File: config.mk
export PLATFORM = sky130hd
export DESIGN_NAME = keypad_entry
export DESIGN_NICKNAME = d
export VERILOG_FILES = /design/src/rtl/keypad_entry.sv
export SDC_FILE = /design/constraint.sdc
export NUM_CORES = 1
export LEC_CHECK = 0
export ABC_AREA = 1
export BUFFER_PORTS_ARGS = -buffer_cell sky130_fd_sc_hd__buf_4
export CAP_MARGIN = 20
export CORE_AREA = 2 2 158 160
export DETAILED_ROUTE_END_ITERATION = 8
export DIE_AREA = 0 0 160 162
export RECOVER_POWER = 100
export SYNTH_ARGS = -nofsm -noshare
export SYNTH_HDL_FRONTEND = slang
export SYNTH_SLANG_ARGS = --single-unit
File: constraint.sdc
create_clock -name clk -period 4.25 [get_ports clk]
set_input_delay 0.6375 -clock clk [delete_from_list [all_inputs] [get_ports clk]]
set_output_delay 0.6375 -clock clk [all_outputs]
set_load 0.1 [all_outputs]
File: src/rtl/keypad_entry.sv
// rtl/keypad_entry.sv - 4x4 keypad scanner, debouncer and BCD entry assembler
//
// Purpose: scans a 4x4 active-low matrix keypad one row per SCAN_DIV clocks,
//    debounces whole-scan results, packs digit keys into an 8-digit BCD entry
//    and issues operator/equals keys as one-cycle command pulses.
//
// Ports:
//    clk          system clock, all state changes on posedge
//    rst_n        synchronous reset, active-low
//    row_out      keypad row drive, active-low, one bit low at a time
//    col_in       keypad columns, active-low, asynchronous to clk
//    entry        live packed-BCD entry, digit 0 in [3:0]
//    digit_cnt    number of digits entered, 0..8
//    key_valid    one-cycle pulse on each accepted key press
//    key_code     code of the last accepted key
//    cmd_valid    one-cycle pulse when a command is issued
//    cmd          0 '+', 1 '-', 2 '*', 3 '/', 4 '='
//    cmd_operand  entry value captured when the command was issued

module keypad_entry #(
   parameter logic [19:0] SCAN_DIV = 20'd100000,
   parameter logic [3:0]  DEBOUNCE = 4'd8
) (
   input  logic        clk,
   input  logic        rst_n,
   output logic [3:0]  row_out,
   input  logic [3:0]  col_in,
   output logic [31:0] entry,
   output logic [3:0]  digit_cnt,
   output logic        key_valid,
   output logic [3:0]  key_code,
   output logic        cmd_valid,
   output logic [2:0]  cmd,
   output logic [31:0] cmd_operand
);

   typedef enum logic [1:0] {
      IDLE     = 2'd0,
      PRESS_DB = 2'd1,
      HELD     = 2'd2,
      REL_DB   = 2'd3
   } state_t;

   localparam logic [3:0] KEY_CLR = 4'd14;
   localparam logic [3:0] KEY_EQ  = 4'd15;

   // Fixed translation from matrix position {row, col} to key code.
   function automatic logic [3:0] key_map(input logic [3:0] pos);
      logic [3:0] code;
      case (pos)
         4'd0:    code = 4'd1;
         4'd1:    code = 4'd2;
         4'd2:    code = 4'd3;
         4'd3:    code = 4'd10;
         4'd4:    code = 4'd4;
         4'd5:    code = 4'd5;
         4'd6:    code = 4'd6;
         4'd7:    code = 4'd11;
         4'd8:    code = 4'd7;
         4'd9:    code = 4'd8;
         4'd10:   code = 4'd9;
         4'd11:   code = 4'd12;
         4'd12:   code = KEY_CLR;
         4'd13:   code = 4'd0;
         4'd14:   code = KEY_EQ;
         default: code = 4'd13;
      endcase
      return code;
   endfunction

   // Synchronizer and scan timing
   logic [3:0]  sync1_q, sync1_d;
   logic [3:0]  sync2_q, sync2_d;
   logic [19:0] slot_q, slot_d;
   logic [1:0]  row_idx_q, row_idx_d;
   logic [3:0]  row_out_q, row_out_d;

   // Per-scan accumulation: number of low keys seen so far (saturates at 2)
   // and the position of the last single hit.
   logic [1:0]  hits_q, hits_d;
   logic [3:0]  hit_pos_q, hit_pos_d;

   // Debounce FSM
   state_t      state_q, state_d;
   logic [3:0]  cand_q, cand_d;
   logic [3:0]  n_q, n_d;

   // Outputs
   logic [31:0] entry_q, entry_d;
   logic [3:0]  digit_cnt_q, digit_cnt_d;
   logic        key_valid_q, key_valid_d;
   logic [3:0]  key_code_q, key_code_d;
   logic        cmd_valid_q, cmd_valid_d;
   logic [2:0]  cmd_q, cmd_d;
   logic [31:0] cmd_operand_q, cmd_operand_d;

   // Scan decode
   logic        sample_now;
   logic        scan_done;
   logic [3:0]  low_cols;
   logic [2:0]  row_hits;
   logic [1:0]  col_idx;
   logic [2:0]  hits_base;
   logic [2:0]  hits_tot;
   logic [1:0]  hits_new;
   logic [3:0]  pos_new;
   logic        res_key;
   logic [3:0]  res_code;
   logic        accept;
   logic [4:0]  n_inc;

   always_comb begin
      sample_now = (slot_q == SCAN_DIV - 20'd1);
      scan_done  = sample_now && (row_idx_q == 2'd3);
      low_cols   = ~sync2_q;
      row_hits   = {2'b00, low_cols[0]} + {2'b00, low_cols[1]}
                 + {2'b00, low_cols[2]} + {2'b00, low_cols[3]};
      // Only meaningful when exactly one column is low.
      col_idx = 2'd0;
      if (low_cols[3]) col_idx = 2'd3;
      if (low_cols[2]) col_idx = 2'd2;
      if (low_cols[1]) col_idx = 2'd1;
      if (low_cols[0]) col_idx = 2'd0;
      // Row 0 starts a fresh scan, so earlier totals are discarded there.
      hits_base = (row_idx_q == 2'd0) ? 3'd0 : {1'b0, hits_q};
      hits_tot  = hits_base + row_hits;
      hits_new  = (hits_tot >= 3'd2) ? 2'd2 : hits_tot[1:0];
      pos_new   = (row_hits == 3'd1) ? {row_idx_q, col_idx} : hit_pos_q;
      // Full-scan result including the row sampled this cycle.
      res_key   = (hits_new == 2'd1);
      res_code  = key_map(pos_new);
      n_inc     = {1'b0, n_q} + 5'd1;
   end

   always_comb begin
      sync1_d       = col_in;
      sync2_d       = sync1_q;
      slot_d        = slot_q;
      row_idx_d     = row_idx_q;
      row_out_d     = row_out_q;
      hits_d        = hits_q;
      hit_pos_d     = hit_pos_q;
      state_d       = state_q;
      cand_d        = cand_q;
      n_d           = n_q;
      entry_d       = entry_q;
      digit_cnt_d   = digit_cnt_q;
      key_valid_d   = 1'b0;
      key_code_d    = key_code_q;
      cmd_valid_d   = 1'b0;
      cmd_d         = cmd_q;
      cmd_operand_d = cmd_operand_q;
      accept        = 1'b0;

      if (sample_now) begin
         slot_d    = 20'd0;
         row_idx_d = row_idx_q + 2'd1;
         row_out_d = {row_out_q[2:0], row_out_q[3]};
         hits_d    = hits_new;
         hit_pos_d = pos_new;
      end else begin
         slot_d = slot_q + 20'd1;
      end

      if (scan_done) begin
         case (state_q)
            IDLE: begin
               if (res_key) begin
                  cand_d = res_code;
                  n_d    = 4'd1;
                  if (5'd1 >= {1'b0, DEBOUNCE}) begin
                     state_d = HELD;
                     accept  = 1'b1;
                  end else begin
                     state_d = PRESS_DB;
                  end
               end
            end
            PRESS_DB: begin
               if (res_key && (res_code == cand_q)) begin
                  n_d = n_inc[3:0];
                  if (n_inc >= {1'b0, DEBOUNCE}) begin
                     state_d = HELD;
                     accept  = 1'b1;
                  end
               end else begin
                  state_d = IDLE;
               end
            end
            HELD: begin
               // A different key while held is ignored; no auto-repeat.
               if (!res_key) begin
                  n_d     = 4'd1;
                  state_d = (5'd1 >= {1'b0, DEBOUNCE}) ? IDLE : REL_DB;
               end
            end
            default: begin
               if (!res_key) begin
                  n_d = n_inc[3:0];
                  if (n_inc >= {1'b0, DEBOUNCE}) state_d = IDLE;
               end else begin
                  state_d = HELD;
               end
            end
         endcase
      end

      if (accept) begin
         key_valid_d = 1'b1;
         key_code_d  = cand_d;
         if (cand_d <= 4'd9) begin
            if (digit_cnt_q < 4'd8) begin
               entry_d     = {entry_q[27:0], cand_d};
               digit_cnt_d = digit_cnt_q + 4'd1;
            end
         end else if (cand_d == KEY_CLR) begin
            entry_d     = 32'd0;
            digit_cnt_d = 4'd0;
         end else begin
            cmd_valid_d   = 1'b1;
            cmd_operand_d = entry_q;
            entry_d       = 32'd0;
            digit_cnt_d   = 4'd0;
            case (cand_d)
               4'd10:   cmd_d = 3'd0;
               4'd11:   cmd_d = 3'd1;
               4'd12:   cmd_d = 3'd2;
               4'd13:   cmd_d = 3'd3;
               default: cmd_d = 3'd4;
            endcase
         end
      end
   end

   always_ff @(posedge clk) begin
      if (!rst_n) begin
         sync1_q       <= 4'b1111;
         sync2_q       <= 4'b1111;
         slot_q        <= 20'd0;
         row_idx_q     <= 2'd0;
         row_out_q     <= 4'b1110;
         hits_q        <= 2'd0;
         hit_pos_q     <= 4'd0;
         state_q       <= IDLE;
         cand_q        <= 4'd0;
         n_q           <= 4'd0;
         entry_q       <= 32'd0;
         digit_cnt_q   <= 4'd0;
         key_valid_q   <= 1'b0;
         key_code_q    <= 4'd0;
         cmd_valid_q   <= 1'b0;
         cmd_q         <= 3'd0;
         cmd_operand_q <= 32'd0;
      end else begin
         sync1_q       <= sync1_d;
         sync2_q       <= sync2_d;
         slot_q        <= slot_d;
         row_idx_q     <= row_idx_d;
         row_out_q     <= row_out_d;
         hits_q        <= hits_d;
         hit_pos_q     <= hit_pos_d;
         state_q       <= state_d;
         cand_q        <= cand_d;
         n_q           <= n_d;
         entry_q       <= entry_d;
         digit_cnt_q   <= digit_cnt_d;
         key_valid_q   <= key_valid_d;
         key_code_q    <= key_code_d;
         cmd_valid_q   <= cmd_valid_d;
         cmd_q         <= cmd_d;
         cmd_operand_q <= cmd_operand_d;
      end
   end

   assign row_out     = row_out_q;
   assign entry       = entry_q;
   assign digit_cnt   = digit_cnt_q;
   assign key_valid   = key_valid_q;
   assign key_code    = key_code_q;
   assign cmd_valid   = cmd_valid_q;
   assign cmd         = cmd_q;
   assign cmd_operand = cmd_operand_q;

endmodule

* Yosys cells after proc, flatten, opt, wreduce, memory -nomap -nowiden
Memory sizes are Yosys's and may differ from the RTL's. Index checks and enable logic that the tools add are counted.
Cells by class: bitwise operators 5, equality and inequality tests 18, multiplexer cells 33, reductions and logical operators 11, add/sub/neg operators 8, order comparisons 4
Operators by type and width (count):
- $mux 32 | 2
- $mux 4 | 10
- $mux 2 | 12
- $add 20x1->20 const B | 1
- $eq 20x17->1 const B | 1
- $eq 4x4->1 const B | 5
- $pmux 3 s4 | 1
- $pmux 4 s3 | 1
- $reduce_and 5->1 | 2
- $mux 1 | 6
- $ne 2x2->1 const B | 3
- $pmux 2 s3 | 1
- $add 4x1->5 const B | 1
- $ge 5x4->1 const B | 1
- $add 4x1->4 const B | 1
- $eq 2x1->1 const B | 2
- $eq 2x2->1 const B | 2
- $eq 4x4->1 | 1
- $le 4x4->1 const B | 1
- $logic_not 2->1 | 2
- $lt 4x4->1 const B | 1
- $not 1->1 | 4
- $not 4->4 | 1
- $reduce_bool 4->1 | 1
- other kinds (15) | 16
Storage, ports and cells: word-level logic and storage cells 97, input bits 6, ROM bits 64, flip-flop bits (word level) 127, memories 1
Memories:
- (no name shown) | depth 16, bits a word 4, read ports 1, clocked after memory_dff 0, wr ports 0, line 50 | case (pos)

* Logic depth before layout (Yosys ltp)
Gate-level depths: netlist (run 1).
depth after elaboration 14, depth in mapped cells 27

* Worst setup path before layout (run 1)
OpenSTA, ideal clock, no wires.
path kind flip-flop to flip-flop, from register sync2_q[0], to register entry_q[21] (netlist: entry[21]), cell stages (with the launch flop) 25, slack 649 ps, arrival time 3468 ps, library setup time 132 ps, buffers on the path 2, period minus slack after synthesis 3601 ps, cells stage by stage dfxtp_1 inv_1 fa_1 ha_1 ha_1 inv_2 nand2_1 nor2_4 nand3_1 nand2_2 inv_1 ha_1 nand3b_1 nand2_1 nand2_1 nand3_1 nand2_1 nor2_1 nand2_2 nor2_2 nand3_1 buf_2 buf_2 o21ai_1 a21oi_1
On the way: elaborated cells between the ends (all ways) 24, classes of those cells 4 x add/sub; 2 x order compare; 4 x eq/ne; 10 x mux; 1 x bitwise; 2 x reduce/logical; 1 x memory
RTL lines:
- start: declaration | line 73 | logic [3:0] sync2_q, sync2_d;
- start signal: assignment | line 256 | sync2_q <= sync2_d;
- $not 4->4 (*) | line 115 | low_cols = ~sync2_q;
- $add 1x1->2 | line 116 | row_hits = {2'b00, low_cols[0]} + {2'b00, low_cols[1]}
- $add 2x1->3 | line 117 | + {2'b00, low_cols[2]} + {2'b00, low_cols[3]};
- $add 3x1->3 | line 117
- $eq 3x1->1 | line 128 | pos_new = (row_hits == 3'd1) ? {row_idx_q, col_idx} : hit_pos_q;
- $mux 4 (*) | line 128
- via pos_new[0] | line 106 | logic [3:0] pos_new;
- $mem_v2 16x4 (*)
- $mux 4 or $eq 4x4->1 (tied branches) | line 168, 180
- $mux 4 or $logic_and 1x1->1 (tied branches) | line 166, 180
- $mux 4 or $mux 1 (tied branches) | line 165, 180
- $le 4x4->1 or $mux 1 (tied branches) | line 211, 166
- $ne 2x1->1 (no source line) or $mux 1 (tied branches)
- $reduce_and 2->1 (no source line)
- end signal: assignment | line 265 | entry_q <= entry_d;
- end: declaration | line 89 | logic [31:0] entry_q, entry_d;
The timed path passes the listed nets; every way through them passes the cells marked *. A chain may end at the register's enable or synchronous reset.

* Worst setup path in the final report (run 1)
from register sync2_q[0], to register cmd_operand_q[2] (netlist: cmd_operand[2])
On the way: elaborated cells between the ends (all ways) 25, classes of those cells 4 x add/sub; 2 x order compare; 4 x eq/ne; 9 x mux; 3 x bitwise; 2 x reduce/logical; 1 x memory
RTL lines:
- $not 4->4 (*) | line 115
- $add 1x1->2 | line 116
- $add 2x1->3 | line 117
- $add 3x1->3 | line 117
- $eq 3x1->1 | line 128
- $mux 4 (*) | line 128
- via pos_new[0] | line 106
- $mem_v2 16x4 (*)
- $mux 4 or $eq 4x4->1 (tied branches) | line 168, 180
- $mux 4 or $logic_and 1x1->1 (tied branches) | line 166, 180
- $mux 4 or $mux 1 (tied branches) | line 165, 180
- $le 4x4->1, or another cell as far along | line 211 | if (cand_d <= 4'd9) begin
- $not 1->1 (no source line) or $mux 1 (tied branches)
- $reduce_and 3->1 (no source line) (*)
- end signal: assignment | line 271 | cmd_operand_q <= cmd_operand_d;
- end: declaration | line 95 | logic [31:0] cmd_operand_q, cmd_operand_d;
Marked as above.

==> out/metrics.yaml, run 1 <==
outcome:
  status: "complete, no violations"
critical_path:
  worst_path_dominant_cell_family: "simple AND/OR/NAND/NOR gates"
  slowest_delay_ns: 0.47
  path_cells: "inv_1 -> fa_1 -> ha_1 -> ha_1 -> inv_2 -> nand2_1 -> nor2_4 -> nand3_1 -> nand2_2 -> inv_1 -> ha_1 -> nand3b_1 -> nand2_1 -> nand2_1 -> nand3_1 -> nand2_1 -> nor2_1 -> nand2_2 -> nor3_4 -> nand4_4 -> inv_6 -> nor2_1 -> nor2_1"
  critPathKind: "reg -> reg"
  path_max_fanout: 34
  arrival_ns: 4.27
  cp-start-kind: "flop"
  cp.required_ns: 4.60
  crit_path_end_kind: "flop"
  cp_slowest_cell: "fa_1"
  worst-r2r-setup-slack_ns: 0.33
  critPathBufInv: 4
  cp_common_cell: "nand2_1"
sta:
  finClkSkew_ns: 0.00896
  maxSlewHeadroom_pct: 12.6
  worst_pin_slew_ns: 1.32
  fmax_mhz: 255
  rsz0062_at_grt: "yes"
  report.final.slew_viol_count: 0
  layout_min_cycle_time_ns: 3.92
  final-setup-viol-count: 0
  period_share_pct: 92.2
  setup-tns-final_ns: 0
  hold_violations: 0
  worst_hold_slack_ns: 0.410
  fin_ws_ns: 0.331
synth:
  synthCells: 815
  synth_top_area_share_pct: 42.9
  synth_top_family_by_area: "simple AND/OR/NAND/NOR gates"
  netlist_area_mm2: 0.00593
  synth_cell_types: 45
  yosys.area_share.simple_pct: 33.2
  syn_nets: 836
  synth_flop_cell: "dfxtp_1"
  synth-compound-area-share_pct: 9.51
  ys_ff_latch: 127
  synth_edf_count: 0
  yosys-top-cells-area: "dfxtp_1 43%, nand2_1 9.5%, nand3_1 7.8%"
  synth_warnings: 0
  synth.most_common_cell: "nand2_1"
  avgSynthCellArea_um2: 7.28
  synthTopCellsByCount: "150 x nand2_1, 127 x dfxtp_1, 105 x nor2_1"
  yosysSeqAreaShare_pct: 42.9
  yosys-mux-area-fraction_pct: 0
  synthAdderAreaFrac_pct: 3.42
  async_flop_share_pct: 0
  yosys.area.top_type: "dfxtp_1"
  synth-xor-area-share_pct: 1.48
place:
  placed_cell_area_mm2: 0.00687
  gp_congestion: 0.796
  dpl.hpwl_um: 10200
  place_ws_ns: 0.180
  io_buffers: 86
floorplan:
  ioPinCount: 87
  rows: 57
  start_util_pct: 24.6
  die_h_um: 162
  die-area_mm2: 0.0259
  core_area_mm2: 0.0241
  die_width_um: 160
power_and_ir_drop:
  total_power_mw: 2.73
  ir_drop_uv: 228
  leakagePower_nw: 2.71
  powerDensity_mw_per_mm2: 380
routing:
  vias: 5302
  routed_via_density: 4.29
  first_pass_iters: 4
  drt-total-wl_um: 14900
  drtAntennaViolNets: 0
  drt-initial-drc-count: 362
  avgRoutedWirePerCell_um: 12.0
  post-route-drc-count: 0
global_routing:
  grt_max_degree: 56
  grt_pass1_wl_um: 24700
  grt_overflow_total: 0
  antenna_found_initial: 0
  grt_pass1_vias: 5060
  grtUsageTotal_pct: 11.6
cts:
  cts_max_path_buffers: 2
  path_clk_slew_ns: 0.06
  cts-root-buf: "clkbuf_16"
  h-tree-depth: 4
  cts_buffers: 17
  worstSkewPairLatency_ns: 0.42
  cts_sinks: 127
  cts_hold_buf: 0
  tritoncts: "built"
finish:
  fillers: 2701
  diodes: 0
  design_area_mm2: 0.00720
  nets: 920
  final_layout_size_suffix_gt1_share_pct: 12.5
  area_delta_synth_final_pct: 21.4
worst_hold_path:
  hp-class: "reg -> reg"
flow_run:
  max-cap-violations: 0
==> what timing repair did <==
| action | 4_1_cts | 5_1_grt |
|---|---|---|
| setup endpoints to repair | 0 | 55 |
| resized for setup | 0 | 8 |
| buffers inserted | 0 | 3 |
==> sequential cells by signal, indices dropped and copies added (netlist names), 2 cells and up <==
signal,cells
cmd,3
state_q,2
digit_cnt,4
sync2_q,4
row_out,4
cmd_operand,32
key_code,4
hits_q,2
entry,32
hit_pos_q,4
cand_q,4
slot_q,20
sync1_q,4
n_q,4
row_idx_q,2
==> kinds of logic (layout without fill, tap and decap cells) <==
logic type / Yosys count / in the layout
compound gates: 107 / 107
xor+xnor: 10 / 10
fa+ha+maj: 15 / 15
buf+inv: 132 / 228
flops: 127 / 127
simple gates: 424 / 425
==> final timing paths <==
path	cells after the start	start	end
worst min-delay path	1	sync1_q[2]	sync2_q[2]
worst min register to register	1	sync1_q[2]	sync2_q[2]
worst max register to register	23	sync2_q[0]	cmd_operand[2]
worst max-delay path	23	sync2_q[0]	cmd_operand[2]
==> cell type report <==
cell class	count	area [um2]	share of cell area, %
Inverter	99	377	5.23
Tap cell	324	405	5.63
Multi-Input combinational cell	557	2850	39.6
Clock buffer	22	464	6.45
Timing Repair Buffer	97	444	6.17
Sequential cell	127	2540	35.3
Clock inverter	10	113	1.56
==> power breakdown <==
part / switching, mW / total [mW] / internal (mW)
logic: 0.0724 / 0.107 / 0.0350
clock network: 0.533 / 1.42 / 0.891
registers: 0.00286 / 1.20 / 1.20
total: 0.609 / 2.73 / 2.12
==> worst reg2reg max path, cell delays in order, from the launching register on <==
cell and delay (ns):
dfxtp_1 0.36, inv_1 0.07, fa_1 0.47, ha_1 0.19, ha_1 0.28, inv_2 0.11
nand2_1 0.09, nor2_4 0.13, nand3_1 0.13, nand2_2 0.14, inv_1 0.07, ha_1 0.28
nand3b_1 0.15, nand2_1 0.07, nand2_1 0.06, nand3_1 0.06, nand2_1 0.05, nor2_1 0.12
nand2_2 0.10, nor3_4 0.27, nand4_4 0.18, inv_6 0.27, nor2_1 0.10, nor2_1 0.11
==> layout by cell type (no fill, tap or decap), drive strengths merged, types with 2 or more instances in the layout <==
| master | count |
|---|---|
| nand3 | 95 |
| ha | 13 |
| nand4 | 6 |
| bufinv | 2 |
| nand3b | 2 |
| clkinvlp | 2 |
| or2 | 10 |
| o211ai | 2 |
| dfxtp | 127 |
| clkbuf | 103 |
| a211oi | 2 |
| buf | 16 |
| nand2 | 158 |
| clkinv | 7 |
| nor3 | 12 |
| fa | 2 |
| nor3b | 2 |
| inv | 98 |
| o21ai | 45 |
| xor2 | 9 |
| o21a | 2 |
| nor2 | 137 |
| a21oi | 54 |
==> metrics by stage <==
stage,cells,util (%)
2_1_floorplan,815,-
3_3_place_gp,1200,28.5
3_5_place_dp,1200,28.5
4_1_cts,1232,30.9
5_1_grt,1236,29.9
6_report,1236,29.9
==> per-layer routing <==
layer	track usage, %	wire [um]	vias to the layer above
li1	-	-	2768
met1	14.6	7180	2427
met2	19.2	6730	91
met3	3.58	815	16
met4	3.56	161	0
met5	0	0	-
No activity file was read; power rests on OpenSTA's default activity.
==> run 2: changes to the inputs <==
--- a/config.mk
+++ b/config.mk
@@ -15,3 +15,4 @@
 export SYNTH_ARGS = -nofsm -noshare
 export SYNTH_HDL_FRONTEND = slang
 export SYNTH_SLANG_ARGS = --single-unit
+export TNS_END_PERCENT = 10
==> constraint.sdc (replaced) <==
create_clock -name clk -period 4.25 [get_ports clk]
set_input_delay 0.425 -clock clk [delete_from_list [all_inputs] [get_ports clk]]
set_output_delay 0.425 -clock clk [all_outputs]
set_load 0.1 [all_outputs]
==> out/metrics.yaml, run 2 (synthesized netlist as in run 1, its figures left out) <==
finish:
  nets: 919  # -0.11%
  layout_common_cells: "149 x nand2_1, 127 x dfxtp_1, 105 x nor2_1, 90 x nand3_1, 88 x inv_1"
  multi_input_comb_area_mm2: 0.00285  # unchanged
  seqCellArea_mm2: 0.00254  # unchanged
  fillers: 2700  # -0.037%
  final_layout_size_suffix_gt1_share_pct: 12.4  # -0.096 points
  diodes: 0  # unchanged
  design_area_mm2: 0.00719  # -0.16%
  area_delta_synth_final_pct: 21.2
  final_core_util_pct: 29.8  # -0.047 points
  final_common_cell: "nand2_1"
power_and_ir_drop:
  ir_drop_uv: 227  # -0.73%
  leakagePower_nw: 2.70  # -0.23%
  total_power_mw: 2.73  # about the same
  powerDensity_mw_per_mm2: 380  # +0.18%
critical_path:
  reg2reg_to: "cmd_operand[9]"
  startpoint: "sync2_q[0]"
  endpoint: "cmd_operand[9]"
  r2r-start: "sync2_q[0]"
  slowest_delay_ns: 0.53  # +0.06 ns
  path_max_fanout: 34  # unchanged
  reg2reg_depth: 21  # -8.7%
  cp_slowest_cell: "fa_1"
  cp-start-kind: "flop"
  path_cells: "inv_1 -> fa_1 -> ha_1 -> ha_1 -> inv_1 -> fa_1 -> o21a_1 -> nand2_1 -> nor2_4 -> nand3_1 -> nor2_2 -> nand2_1 -> nand2_1 -> nand2_1 -> nand2_4 -> inv_2 -> nor2_4 -> buf_12 -> nand3_1 -> nand2_1 -> nor2_2"
  critPathKind: "reg -> reg"
  cp_common_cell: "nand2_1"
  arrival_ns: 4.24  # -0.03 ns
  crit_path_end_kind: "flop"
  worst-r2r-setup-slack_ns: 0.33  # about the same
  cp.required_ns: 4.56  # -0.04 ns
flow_run:
  max-cap-violations: 0  # unchanged
floorplan:
  rows: 57  # unchanged
  ioPinCount: 87  # unchanged
  die_h_um: 162  # unchanged
  die-area_mm2: 0.0259  # unchanged
  core_area_mm2: 0.0241  # unchanged
  start_util_pct: 24.6  # unchanged
  die_width_um: 160  # unchanged
sta:
  hold_violations: 0  # unchanged
  setup-tns-final_ns: 0  # unchanged
  worst_pin_slew_ns: 1.30  # -0.0160 ns
  layout_min_cycle_time_ns: 3.92  # +0.00509 ns
  period_share_pct: 92.3  # +0.12 points
  rsz0062_at_grt: "yes"
  maxSlewHeadroom_pct: 13.7  # +1.1 points
  fin_ws_ns: 0.326  # -0.00509 ns
  fmax_mhz: 255  # -0.13%
  final-setup-viol-count: 0  # unchanged
  finClkSkew_ns: 0.00896  # +0.00000266 ns
  report.final.slew_viol_count: 0  # unchanged
worst_hold_path:
  hp-class: "in -> reg"
  hp-start: "col_in[1]"
place:
  io_buffers: 86  # unchanged
  gp_congestion: 0.796  # unchanged
  place_ws_ns: 0.180  # unchanged
  dpl.hpwl_um: 10200  # unchanged
  placed_cell_area_mm2: 0.00687  # unchanged
outcome:
  status: "complete, no violations"
global_routing:
  grt_pass1_wl_um: 24700  # unchanged
  grtUsageTotal_pct: 11.6  # unchanged
  antenna_found_initial: 0  # unchanged
  grt_overflow_total: 0  # unchanged
  grt_max_degree: 56  # unchanged
  grt_pass1_vias: 5060  # unchanged
cts:
  path_clk_slew_ns: 0.06  # about the same
  cts_buffers: 17  # unchanged
  cts-root-buf: "clkbuf_16"
  worstSkewPairLatency_ns: 0.41  # about the same
  cts_hold_buf: 0  # unchanged
  cts_sinks: 127  # unchanged
  tritoncts: "built"
  h-tree-depth: 4  # unchanged
  cts_max_path_buffers: 2  # unchanged
routing:
  drtAntennaViolNets: 0  # unchanged
  post-route-drc-count: 0  # unchanged
  drt-initial-drc-count: 378  # +4.4%
  routed_via_density: 4.29  # about the same
  vias: 5295  # -0.13%
  drt-total-wl_um: 14800  # -0.46%
  first_pass_iters: 5  # +1
  avgRoutedWirePerCell_um: 12.0  # -0.38%
==> run 2: cell count changes in the layout (fill, tap and decap cells not counted) <==
cell   change
buf_6      -1
==> run 2: cell type report <==
class                           instances  share of cell area (%)
Clock buffer                           22                    6.46
Clock inverter                         10                    1.57
Inverter                               99                    5.24
Multi-Input combinational cell        557                    39.7
Sequential cell                       127                    35.4
Tap cell                              324                    5.64
Timing Repair Buffer                   96                    6.02
==> run 2: worst min-delay path by stage <==
stage	to	depth (start not counted)
floorplan	sync2_q[0]	1
global placement	sync2_q[2]	1
detailed placement	sync2_q[2]	1
CTS	sync1_q[3]	2
global route	sync1_q[3]	2
finish	sync1_q[1]	2
==> run 2: worst max-delay path: cells and delay by family (launching register included) <==
| family | cells | cell delay, ns |
|---|---|---|
| buf+inv | 4 | 0.39 |
| compound gates | 1 | 0.14 |
| fa+ha+maj | 4 | 1.57 |
| simple gates | 12 | 1.35 |
| flops | 1 | 0.36 |
==> run 2: timing repair <==
action,CTS,global route
buffers inserted,0,2
endpoints found under the setup margin,0,55
gates resized for setup,0,7
==> run 2: per-layer routing <==
metal,wire (um),up-vias,global-route usage (%),share of wire (%)
met5,0,-,0,0
met2,6750,103,19.2,46
li1,-,2767,-,-
met4,161,0,3.56,1.1
met1,7080,2410,14.6,48
met3,822,15,3.58,5.5
==> run 2: metrics by stage <==
step                      instances  hold slack (ns)
after global placement         1200            0.397
after floorplan                 815            0.393
final                          1235            0.201
after detailed placement       1200            0.398
after global routing           1235            0.186
after CTS                      1232            0.193
==> run 2: power breakdown <==
| part | switching [mW] | total, mW | internal (mW) | leakage [nW] |
|---|---|---|---|---|
| Combinational | 0.0720 | 0.107 | 0.0350 | 1.39 |
| Sequential | 0.00285 | 1.20 | 1.20 | 1.03 |
| Clock | 0.534 | 1.43 | 0.891 | 0.280 |
==> run 3: changes to the inputs <==
--- a/config.mk
+++ b/config.mk
@@ -5,12 +5,13 @@
 export SDC_FILE = /design/constraint.sdc
 export NUM_CORES = 1
 export LEC_CHECK = 0
-export ABC_AREA = 1
 export BUFFER_PORTS_ARGS = -buffer_cell sky130_fd_sc_hd__buf_4
 export CAP_MARGIN = 20
-export CORE_AREA = 2 2 158 160
+export CORE_AREA = 2 2 150 152
+export CTS_BUF_LIST = sky130_fd_sc_hd__clkbuf_8
 export DETAILED_ROUTE_END_ITERATION = 8
-export DIE_AREA = 0 0 160 162
+export DIE_AREA = 0 0 152 154
+export GPL_TIMING_DRIVEN = 0
 export RECOVER_POWER = 100
 export SYNTH_ARGS = -nofsm -noshare
 export SYNTH_HDL_FRONTEND = slang
==> out/metrics.yaml, run 3 <==
sta:
  fin_ws_ns: -0.393  # -0.719 ns
  layout_min_cycle_time_ns: 4.64  # +0.719 ns
  worst_pin_slew_ns: 1.29  # -0.0136 ns
  finClkSkew_ns: 0.00850  # -0.000458 ns
  hold_violations: 0  # unchanged
  worst_hold_slack_ns: 0.164  # -0.0369 ns
  maxSlewHeadroom_pct: 14.6  # +0.90 points
  period_share_pct: 109  # +17 points
  report.final.slew_viol_count: 0  # unchanged
  fmax_mhz: 215  # -15%
  final-setup-viol-count: 74  # +74
  rsz0062_at_grt: "yes"
floorplan:
  rows: 54  # -5.3%
  core_area_mm2: 0.0217  # -10%
  start_util_pct: 24.7  # +0.13 points
  die-area_mm2: 0.0234  # -9.7%
  die_h_um: 154  # -4.9%
  die_width_um: 152  # -5.0%
  ioPinCount: 87  # unchanged
finish:
  diodes: 0  # unchanged
  area_delta_synth_final_pct: 32.1
  multi_input_comb_area_mm2: 0.00286  # +0.35%
  final_layout_size_suffix_gt1_share_pct: 17.3  # +4.9 points
  seqCellArea_mm2: 0.00255  # +0.25%
  layout_common_cells: "124 x dfxtp_1, 97 x clkbuf_1, 93 x nand2_1, 46 x nor2_1, 44 x mux2i_1"
  final_core_util_pct: 32.7  # +2.9 points
  final_common_cell: "dfxtp_1"
  design_area_mm2: 0.00709  # -1.4%
  fillers: 2268  # -16%
  nets: 731  # -20%
place:
  io_buffers: 85  # -1.2%
  gp_congestion: 0.829  # +4.1%
  placed_cell_area_mm2: 0.00645  # -6.0%
  place_ws_ns: -0.918  # -1.10 ns
  dpl.hpwl_um: 10800  # +5.4%
global_routing:
  antenna_found_initial: 0  # unchanged
  gr-usage-met1_pct: 16.3  # +1.7 points
  grt_max_degree: 17  # -70%
  grt_pass1_wl_um: 24100  # -2.4%
  grt_overflow_total: 0  # unchanged
  grt-busiest-layer: "met2"
  grt_pass1_vias: 4524  # -11%
  grtUsageTotal_pct: 12.8  # +1.2 points
  use_met2_pct: 20.5  # +1.3 points
  groute.layer.met3.usage_pct: 4.28  # +0.71 points
cts:
  cts-root-buf: "clkbuf_8"
  h-tree-depth: 4  # unchanged
  cts_buffers: 17  # unchanged
  path_clk_slew_ns: 0.08  # +0.02 ns
  tritoncts: "built"
  cts_sinks: 127  # unchanged
  worstSkewPairLatency_ns: 0.44  # +0.03 ns
  cts_max_path_buffers: 2  # unchanged
synth:
  synth_top_area_share_pct: 47.4  # +4.5 points
  synth_cell_types: 59  # +31%
  netlist_area_mm2: 0.00536  # -9.6%
  synthCells: 584  # -28%
  yosys-top-cells-area: "dfxtp_1 47%, mux2i_1 8.4%, nand2_1 6.7%"
  yosysSeqAreaShare_pct: 47.4  # +4.5 points
  avgSynthCellArea_um2: 9.18  # +26%
  synth_warnings: 0  # unchanged
  syn_nets: 605  # -28%
  yosys.area.top_type: "dfxtp_1"
  async_flop_share_pct: 0  # unchanged
  synthTopCellsByCount: "127 x dfxtp_1, 96 x nand2_1, 46 x nor2_1"
  synth.most_common_cell: "dfxtp_1"
  synth_edf_count: 0  # unchanged
  ys_ff_latch: 127  # unchanged
  synth_flop_cell: "dfxtp_1"
power_and_ir_drop:
  leakagePower_nw: 2.76  # +2.4%
  powerDensity_mw_per_mm2: 351  # -7.6%
  ir_drop_uv: 175  # -23%
worst_hold_path:
  hp-class: "in -> reg"
  hp-start: "col_in[3]"
routing:
  routed_via_density: 4.62  # +7.8%
  post-route-drc-count: 0  # unchanged
  drtAntennaViolNets: 0  # unchanged
  drt-initial-drc-count: 265  # -30%
  avgRoutedWirePerCell_um: 15.3  # +27%
  first_pass_iters: 4  # -1
  vias: 4635  # -12%
  drt-total-wl_um: 15300  # +3.3%
critical_path:
  r2r-start: "sync2_q[0]"
  path_max_fanout: 10  # -71%
  arrival_ns: 4.97  # +0.73 ns
  critPathKind: "reg -> reg"
  startpoint: "sync2_q[0]"
  crit_path_end_kind: "flop"
  cp-start-kind: "flop"
  cp.required_ns: 4.57  # about the same
flow_run:
  max-cap-violations: 0  # unchanged
outcome:
  status: "finished with violations"
  violations: "negative setup slack"
## run 3: worst paths after layout
path / end / depth (start not counted) / slack, ns
worst min register to register: sync2_q[2] / 1 / 0.43
worst max-delay path: cmd_operand[9] / 18 / -0.39
worst max register to register: cmd_operand[9] / 18 / -0.39
worst min-delay path: sync1_q[3] / 2 / 0.16
## run 3: layer usage
metal	wire length, um	vias to the layer above
li1	-	2299
met1	7070	2222
met2	7210	100
met3	810	14
met4	230	0
met5	0	-
## run 3: layout make-up
class	instances	share of cell area, %
Timing Repair Buffer	112	8.33
Clock buffer	19	3.69
Buffer	25	2.74
Multi-Input combinational cell	404	40.4
Inverter	23	1.29
Sequential cell	127	36.0
Tap cell	280	4.94
Clock inverter	13	2.65
## run 3: logic make-up after synthesis
group	count (synthesis)	share of synthesized area [%]
simple gates	230	20.5
compound gates	90	11.4
flops	127	47.4
fa+ha+maj	15	3.78
buf+inv	53	4.57
mux	46	8.61
xor+xnor	23	3.76
## run 3: per-stage QoR
| step | cells | total power, mW | setup TNS [ns] |
|---|---|---|---|
| 2_1_floorplan | 584 | 1.30 | -15.37 |
| 3_3_place_gp | 949 | 1.33 | -54.16 |
| 3_5_place_dp | 949 | 1.33 | -55.55 |
| 4_1_cts | 991 | 2.51 | -28.03 |
| 5_1_grt | 1003 | 2.59 | -33.24 |
| 6_report | 1003 | 2.49 | -21.50 |
## run 3: timing repair
action / CTS / global route
setup buffers: 11 / 13
hold buffers: 0 / 0
pin swaps: 18 / 15
setup endpoints to repair: 78 / 83
gates resized for setup: 35 / 23
cloned: 1 / 2
## run 3: worst max-delay path, cell delays in order, from the launching register on
cell       delay (ns)
dfxtp_4          0.38
inv_2            0.04
fa_1             0.54
ha_2             0.19
ha_4             0.22
or3b_4           0.44
nand2_4          0.10
and2_4           0.18
inv_4            0.05
ha_4             0.17
nand2_4          0.08
a2bb2oi_4        0.17
a31oi_4          0.13
xnor2_1          0.15
or4_4            0.49
or3_4            0.39
or3_4            0.50
buf_8            0.20
mux2i_1          0.12
## run 3: where the power goes
part | switching [mW] | internal, mW | leakage, nW
sequential | 0.00444 | 1.19 | 1.02
clock | 0.498 | 0.672 | 0.224
combinational | 0.0709 | 0.0502 | 1.52
